===== config.mk =====
export PLATFORM = sky130hd
export DESIGN_NAME = inst_decode_stage
export DESIGN_NICKNAME = d
export VERILOG_FILES = /design/src/rtl/inst_decode_stage.sv
export SDC_FILE = /design/constraint.sdc
export NUM_CORES = 1
export LEC_CHECK = 0
export ABC_AREA = 1
export BUFFER_PORTS_ARGS = -buffer_cell sky130_fd_sc_hd__buf_2
export CAP_MARGIN = 0
export CORE_ASPECT_RATIO = 2
export CORE_MARGIN = 4
export CORE_UTILIZATION = 43
export DETAILED_ROUTE_END_ITERATION = 7
export PLACE_DENSITY = 0.77
export SYNTH_ARGS = -nofsm -noshare
export SYNTH_HDL_FRONTEND = slang
export SYNTH_SLANG_ARGS = --single-unit

===== constraint.sdc =====
create_clock -name clk_i -period 2.5 [get_ports clk_i]
set_input_delay 0.5 -clock clk_i [delete_from_list [all_inputs] [get_ports clk_i]]
set_output_delay 0.5 -clock clk_i [all_outputs]
set_load 0.05 [all_outputs]

===== src/rtl/inst_decode_stage.sv =====
// Decode stage for a single-issue MIPS subset. One instruction word and its PC
// are accepted per valid/ready handshake. The split fields and decoded controls
// are registered for the execute/register-file stage. Two wrapping counters
// track accepted and illegal words for debug display.
module inst_decode_stage #(
  parameter int CNT_W = 16
) (
  input  logic             clk_i,
  input  logic             rst_i,
  input  logic             in_valid_i,
  output logic             in_ready_o,
  input  logic [31:0]      inst_code_i,
  input  logic [31:0]      pc_i,
  output logic             out_valid_o,
  input  logic             out_ready_i,
  output logic [4:0]       rs_o,
  output logic [4:0]       rt_o,
  output logic [4:0]       rd_o,
  output logic [4:0]       shamt_o,
  output logic [4:0]       w_addr_o,
  output logic [31:0]      imm32_o,
  output logic [31:0]      j_target_o,
  output logic [2:0]       alu_op_o,
  output logic             reg_write_o,
  output logic             mem_write_o,
  output logic             mem_read_o,
  output logic             use_imm_o,
  output logic [1:0]       branch_o,
  output logic             jump_o,
  output logic             illegal_o,
  output logic [CNT_W-1:0] inst_cnt_o,
  output logic [CNT_W-1:0] illegal_cnt_o
);

  typedef enum logic {EMPTY = 1'b0, FULL = 1'b1} state_t;

  localparam logic [5:0] OP_RTYPE = 6'b000000, OP_ADDI = 6'b001000, OP_ANDI = 6'b001100,
                         OP_ORI   = 6'b001101, OP_XORI = 6'b001110, OP_SLTIU = 6'b001011,
                         OP_LW    = 6'b100011, OP_SW   = 6'b101011, OP_BEQ  = 6'b000100,
                         OP_BNE   = 6'b000101, OP_J    = 6'b000010, OP_JAL  = 6'b000011;

  localparam logic [5:0] FN_ADD = 6'b100000, FN_SUB = 6'b100010, FN_AND  = 6'b100100,
                         FN_OR  = 6'b100101, FN_XOR = 6'b100110, FN_NOR  = 6'b100111,
                         FN_SLTU = 6'b101011, FN_SLLV = 6'b000100;

  localparam logic [2:0] ALU_AND = 3'b000, ALU_OR  = 3'b001, ALU_XOR  = 3'b010, ALU_NOR = 3'b011,
                         ALU_ADD = 3'b100, ALU_SUB = 3'b101, ALU_SLTU = 3'b110, ALU_SLL = 3'b111;

  state_t      state_q, state_d;
  logic        accept;
  logic [5:0]  opcode, funct;
  logic [31:0] pc_plus4;

  // decoded next values
  logic [2:0]  alu_op_d;
  logic        wr_raw, mem_write_d, mem_read_d, use_imm_d, jump_d, illegal_d, zero_ext;
  logic [1:0]  branch_d;
  logic [4:0]  w_addr_d;
  logic        reg_write_d;
  logic [31:0] imm32_d, j_target_d;

  assign opcode      = inst_code_i[31:26];
  assign funct       = inst_code_i[5:0];
  assign pc_plus4    = pc_i + 32'd4;
  assign out_valid_o = (state_q == FULL);
  // A held word can only be replaced when downstream takes it this cycle.
  assign in_ready_o  = (state_q == EMPTY) || out_ready_i;
  assign accept      = in_valid_i && in_ready_o;

  // Output-register occupancy state.
  always_ff @(posedge clk_i or posedge rst_i) begin
    if (rst_i) state_q <= EMPTY;
    else       state_q <= state_d;
  end

  // Fill on accept; drain on consume with no replacement word.
  always_comb begin
    state_d = state_q;
    case (state_q)
      EMPTY:   if (accept) state_d = FULL;
      FULL:    if (out_ready_i && !accept) state_d = EMPTY;
      default: state_d = EMPTY;
    endcase
  end

  // Opcode/funct decode into control signals; unknown encodings leave all controls at 0.
  always_comb begin
    alu_op_d    = ALU_AND;
    wr_raw      = 1'b0;
    mem_write_d = 1'b0;
    mem_read_d  = 1'b0;
    use_imm_d   = 1'b0;
    branch_d    = 2'b00;
    jump_d      = 1'b0;
    illegal_d   = 1'b0;
    zero_ext    = 1'b0;
    w_addr_d    = 5'd0;
    case (opcode)
      OP_RTYPE: begin
        wr_raw   = 1'b1;
        w_addr_d = inst_code_i[15:11];
        case (funct)
          FN_ADD:  alu_op_d = ALU_ADD;
          FN_SUB:  alu_op_d = ALU_SUB;
          FN_AND:  alu_op_d = ALU_AND;
          FN_OR:   alu_op_d = ALU_OR;
          FN_XOR:  alu_op_d = ALU_XOR;
          FN_NOR:  alu_op_d = ALU_NOR;
          FN_SLTU: alu_op_d = ALU_SLTU;
          FN_SLLV: alu_op_d = ALU_SLL;
          default: begin
            illegal_d = 1'b1;
            wr_raw    = 1'b0;
            w_addr_d  = 5'd0;
          end
        endcase
      end
      OP_ADDI:  begin alu_op_d = ALU_ADD;  wr_raw = 1'b1; use_imm_d = 1'b1; w_addr_d = inst_code_i[20:16]; end
      OP_ANDI:  begin alu_op_d = ALU_AND;  wr_raw = 1'b1; use_imm_d = 1'b1; w_addr_d = inst_code_i[20:16]; zero_ext = 1'b1; end
      OP_ORI:   begin alu_op_d = ALU_OR;   wr_raw = 1'b1; use_imm_d = 1'b1; w_addr_d = inst_code_i[20:16]; zero_ext = 1'b1; end
      OP_XORI:  begin alu_op_d = ALU_XOR;  wr_raw = 1'b1; use_imm_d = 1'b1; w_addr_d = inst_code_i[20:16]; zero_ext = 1'b1; end
      OP_SLTIU: begin alu_op_d = ALU_SLTU; wr_raw = 1'b1; use_imm_d = 1'b1; w_addr_d = inst_code_i[20:16]; end
      OP_LW:    begin alu_op_d = ALU_ADD;  wr_raw = 1'b1; use_imm_d = 1'b1; w_addr_d = inst_code_i[20:16]; mem_read_d = 1'b1; end
      OP_SW:    begin alu_op_d = ALU_ADD;  use_imm_d = 1'b1; mem_write_d = 1'b1; end
      OP_BEQ:   begin alu_op_d = ALU_SUB;  branch_d = 2'b01; end
      OP_BNE:   begin alu_op_d = ALU_SUB;  branch_d = 2'b10; end
      OP_J:     begin jump_d = 1'b1; end
      OP_JAL:   begin jump_d = 1'b1; wr_raw = 1'b1; w_addr_d = 5'd31; end
      default:  illegal_d = 1'b1;
    endcase
  end

  // $0 is hardwired, so a write to it is suppressed at the source.
  assign reg_write_d = wr_raw && (w_addr_d != 5'd0);
  assign imm32_d     = zero_ext ? {16'h0000, inst_code_i[15:0]}
                                : {{16{inst_code_i[15]}}, inst_code_i[15:0]};
  assign j_target_d  = {pc_plus4[31:28], inst_code_i[25:0], 2'b00};

  // Decoded output register; loads only on accept so a stalled word stays frozen.
  always_ff @(posedge clk_i or posedge rst_i) begin
    if (rst_i) begin
      rs_o <= '0; rt_o <= '0; rd_o <= '0; shamt_o <= '0; w_addr_o <= '0;
      imm32_o <= '0; j_target_o <= '0; alu_op_o <= '0; reg_write_o <= 1'b0;
      mem_write_o <= 1'b0; mem_read_o <= 1'b0; use_imm_o <= 1'b0; branch_o <= '0;
      jump_o <= 1'b0; illegal_o <= 1'b0;
    end else if (accept) begin
      rs_o        <= inst_code_i[25:21];
      rt_o        <= inst_code_i[20:16];
      rd_o        <= inst_code_i[15:11];
      shamt_o     <= inst_code_i[10:6];
      w_addr_o    <= w_addr_d;
      imm32_o     <= imm32_d;
      j_target_o  <= j_target_d;
      alu_op_o    <= alu_op_d;
      reg_write_o <= reg_write_d;
      mem_write_o <= mem_write_d;
      mem_read_o  <= mem_read_d;
      use_imm_o   <= use_imm_d;
      branch_o    <= branch_d;
      jump_o      <= jump_d;
      illegal_o   <= illegal_d;
    end
  end

  // Debug counters of accepted and illegal words, free-running with wrap.
  always_ff @(posedge clk_i or posedge rst_i) begin
    if (rst_i) begin
      inst_cnt_o    <= '0;
      illegal_cnt_o <= '0;
    end else if (accept) begin
      inst_cnt_o <= inst_cnt_o + CNT_W'(1);
      if (illegal_d) illegal_cnt_o <= illegal_cnt_o + CNT_W'(1);
    end
  end

endmodule


==> qor.csv <==
metric,value,unit
post-route-drc-count,0,
clk_transition_reported_paths,60,ps
synthToLayoutAreaGrowth,24.96,%
place_worst_setup_slack,286.8,ps
crit_path_start_kind,register,
post-dp-hpwl,8873,um
grt_max_degree,81,
worst_hold_path_type,in -> async,
run_status,completed,
post_detailed_placement_cell_area,5169,um^2
post_cts_resized,0,
period_share,78.51,%
internal_power,2880,uW
fin_crit,1963,ps
crit_path_cell_trace,a21oi_4 > nand2_1 > nor3_2 > nand3_1 > nor2_1 > nand2_1 > nor2_1 > xor2_1,
warnings_synthesis,0,
cts_setup_buffers,0,
timing.critical_path.max_delay_family,simple AND/OR/NAND/NOR gates,
slew_viol_final,0,
critical_path.max_fanout,11,
rsz_0062_raised_after_global_routing,no,
fp.coreArea,10080,um^2
syn_area_per_cell,8.318,um^2
critical_path.endpoint_type,register,
switching_share,46.13,%
clock_skew,7.689,ps
switching_power,2467,uW
layout.cells.non_filler,818,
detailed_route_iter0_violations,122,
pin_count,202,
critPathRequiredTime,2760,ps
hold_buffers,0,
synth_sequential_area_ratio,45.58,%
power.sequential.fraction,32.9,%
worst-path-buf-inv,0,
clock_tree_from_tritoncts,done,
numCtsBuffers,9,
floorplan.rows,52,
drt_pre_antenna_iters,4,
htree_num_levels,3,
antennaDiodeCount,0,
globalRouteTotalUtil,18.61,%
setup_violations,0,
grt_overflow,0,
die_area,11990,um^2
fin_ws,537.3,ps
worst_skew_pair.late_latency,330,ps
final_antenna_net_count,0,
clock-sinks,80,
postRouteWirelength,11270,um
totalNegativeSetupSlack,0,ps
dpl.cell_count,803,
syn-instance-count,528,
root_driver,sky130_fd_sc_hd__clkbuf_16,
cts_max_path_buffers,2,
timing.max_cap.violations,0,
first_pass_grt_wire_length,17670,um
critPathSlowestCell,sky130_fd_sc_hd__dfrtp_1,
powerDensity,974.4,nW/um^2
yosys_register_bits,80,
dieWidth,79.46,um
finish.instance_area,5488,um^2
final_hold_viol_count,0,
numPortBuffers,197,
critPathKind,reg -> reg,
die_height,150.9,um
relSlewSlack,36.22,%
power_frac_comb,41.2,%
timing.fmax,509.5,MHz
num_vias,3942,
area.sequential,2002,um^2
tightest_slew,955.3,ps
final.fill_count,949,
first_global_vias,3841,
crit_arrival,2220,ps
antenna_found_initial,0,
gp_routability_congestion,0.8746,
drive_gt1_share,35.72,%
yosys.cell_types.count,40,
ir_drop,0.0005818,V
final_net_count,749,
cpPeakStageDelay,420,ps
multi_input_area,1789,um^2
pwr-share-clk,25.9,%
routedWlPerCell,13.78,um
vias_per_cell,4.819,
leakage,0.003105,uW
start_util,43.55,%
post_syn_area,4392,um^2
## final timing paths
check | start | endpoint | slack, ps | depth (start not counted)
hold / removal | rst_i | rd_o[1]$_DFFE_PP0P_ | 290 | 3
setup reg to reg | out_valid_o$_DFF_PP0_ | inst_cnt_o[14]$_DFFE_PP0P_ | 540 | 8
max in group asynchronous | rst_i | imm32_o[2]$_DFFE_PP0P_ | 1880 | 3
hold reg to reg | inst_cnt_o[15]$_DFFE_PP0P_ | inst_cnt_o[15]$_DFFE_PP0P_ | 480 | 1
min in group clk_i | inst_code_i[6] | shamt_o[0]$_DFFE_PP0P_ | 380 | 3
setup / recovery | out_valid_o$_DFF_PP0_ | inst_cnt_o[14]$_DFFE_PP0P_ | 540 | 8
## metrics by stage
| step | hold slack [ps] | utilization, % | power, uW |
|---|---|---|---|
| detailed placement | 458.0 | 51.25 | 3997 |
| global placement | 456.3 | 51.25 | 3951 |
| floorplan | 599.8 | - | 3579 |
| finish | 291.1 | 54.42 | 5347 |
| global route | 328.8 | 54.42 | 5617 |
| CTS | 295.6 | 54.42 | 5419 |
## logic make-up after synthesis
logic type,share of synthesized area (%)
other,0.08539
and+or+nand+nor,28.20
xor gates and xnor gates,7.465
adders and majority gates,0.5697
AOI/OAI and AO/OA,4.074
DFF,45.58
buffers and inverters,14.02
## cell type report
| type | count | share of cell area, % |
|---|---|---|
| clock buffer | 9 | 4.104 |
| sequential | 80 | 36.48 |
| timing repair buffer | 203 | 19.02 |
| clock inverter | 6 | 1.710 |
| tap | 135 | 3.078 |
| inverter | 43 | 3.010 |
| multi-input combinational | 342 | 32.60 |
## routing by layer
layer	global-route usage, %	vias up	routed length [um]
met3	3.214	14	629
li1	-	1920	-
met1	20.35	1860	4098
met4	6.885	0	193
met2	34.97	148	6351
met5	0	-	0
## synthesized netlist by cell type (all sizes together)
master	instances	area share, %
xor2	18	3.8
clkbuf	9	0.77
o31ai	2	0.34
nor3b	1	0.17
conb	1	0.085
nor2	42	4.0
nor3	13	1.7
o21ai	15	2.0
inv	42	3.6
nand3b	2	0.34
nor4b	1	0.20
a21o	1	0.17
nand2	165	15
dfrtp	80	46
buf	55	9.6
and3	1	0.14
nor4	4	0.57
o211ai	2	0.34
xnor2	16	3.7
a21oi	5	0.57
nand3	34	4.3
nand4	12	1.9
clkinv	1	0.085
o41ai	1	0.20
ha	2	0.57
a22o	1	0.20
a31oi	2	0.28
## worst reg2reg max path: stages (launching register included)
cell	delay (ps)
sky130_fd_sc_hd__dfrtp_1	420
sky130_fd_sc_hd__a21oi_4	350
sky130_fd_sc_hd__nand2_1	180
sky130_fd_sc_hd__nor3_2	210
sky130_fd_sc_hd__nand3_1	160
sky130_fd_sc_hd__nor2_1	190
sky130_fd_sc_hd__nand2_1	110
sky130_fd_sc_hd__nor2_1	130
sky130_fd_sc_hd__xor2_1	150
## registers in the layout (all words and copies together) (netlist names), 3 cells and up
register	cells
w_addr_o	5
imm32_o	9
inst_cnt_o	16
shamt_o	4
rs_o	4
illegal_cnt_o	16
rd_o	4
rt_o	4
j_target_o	6
alu_op_o	3
## cells in the final DEF, fill, tap and decap left out, drive strengths merged, types with 4 or more instances in the layout
cell type	instances
o21ai	15
xor2	18
inv	43
nand2	165
nor2	42
nand4	12
xnor2	16
nor4	4
a21oi	5
dfrtp	80
nand3	34
clkbuf	9
buf	203
nor3	13
## power by group through the flow
stage          Clock, uW  Combinational [uW]  Sequential (uW)
2_1_floorplan          0                1050             2530
3_3_place_gp           0                2190             1760
3_5_place_dp           0                2220             1780
4_1_cts             1440                2220             1760
6_report            1390                2200             1760
5_1_grt             1480                2340             1800
No activity file was read; power rests on OpenSTA's default activity.
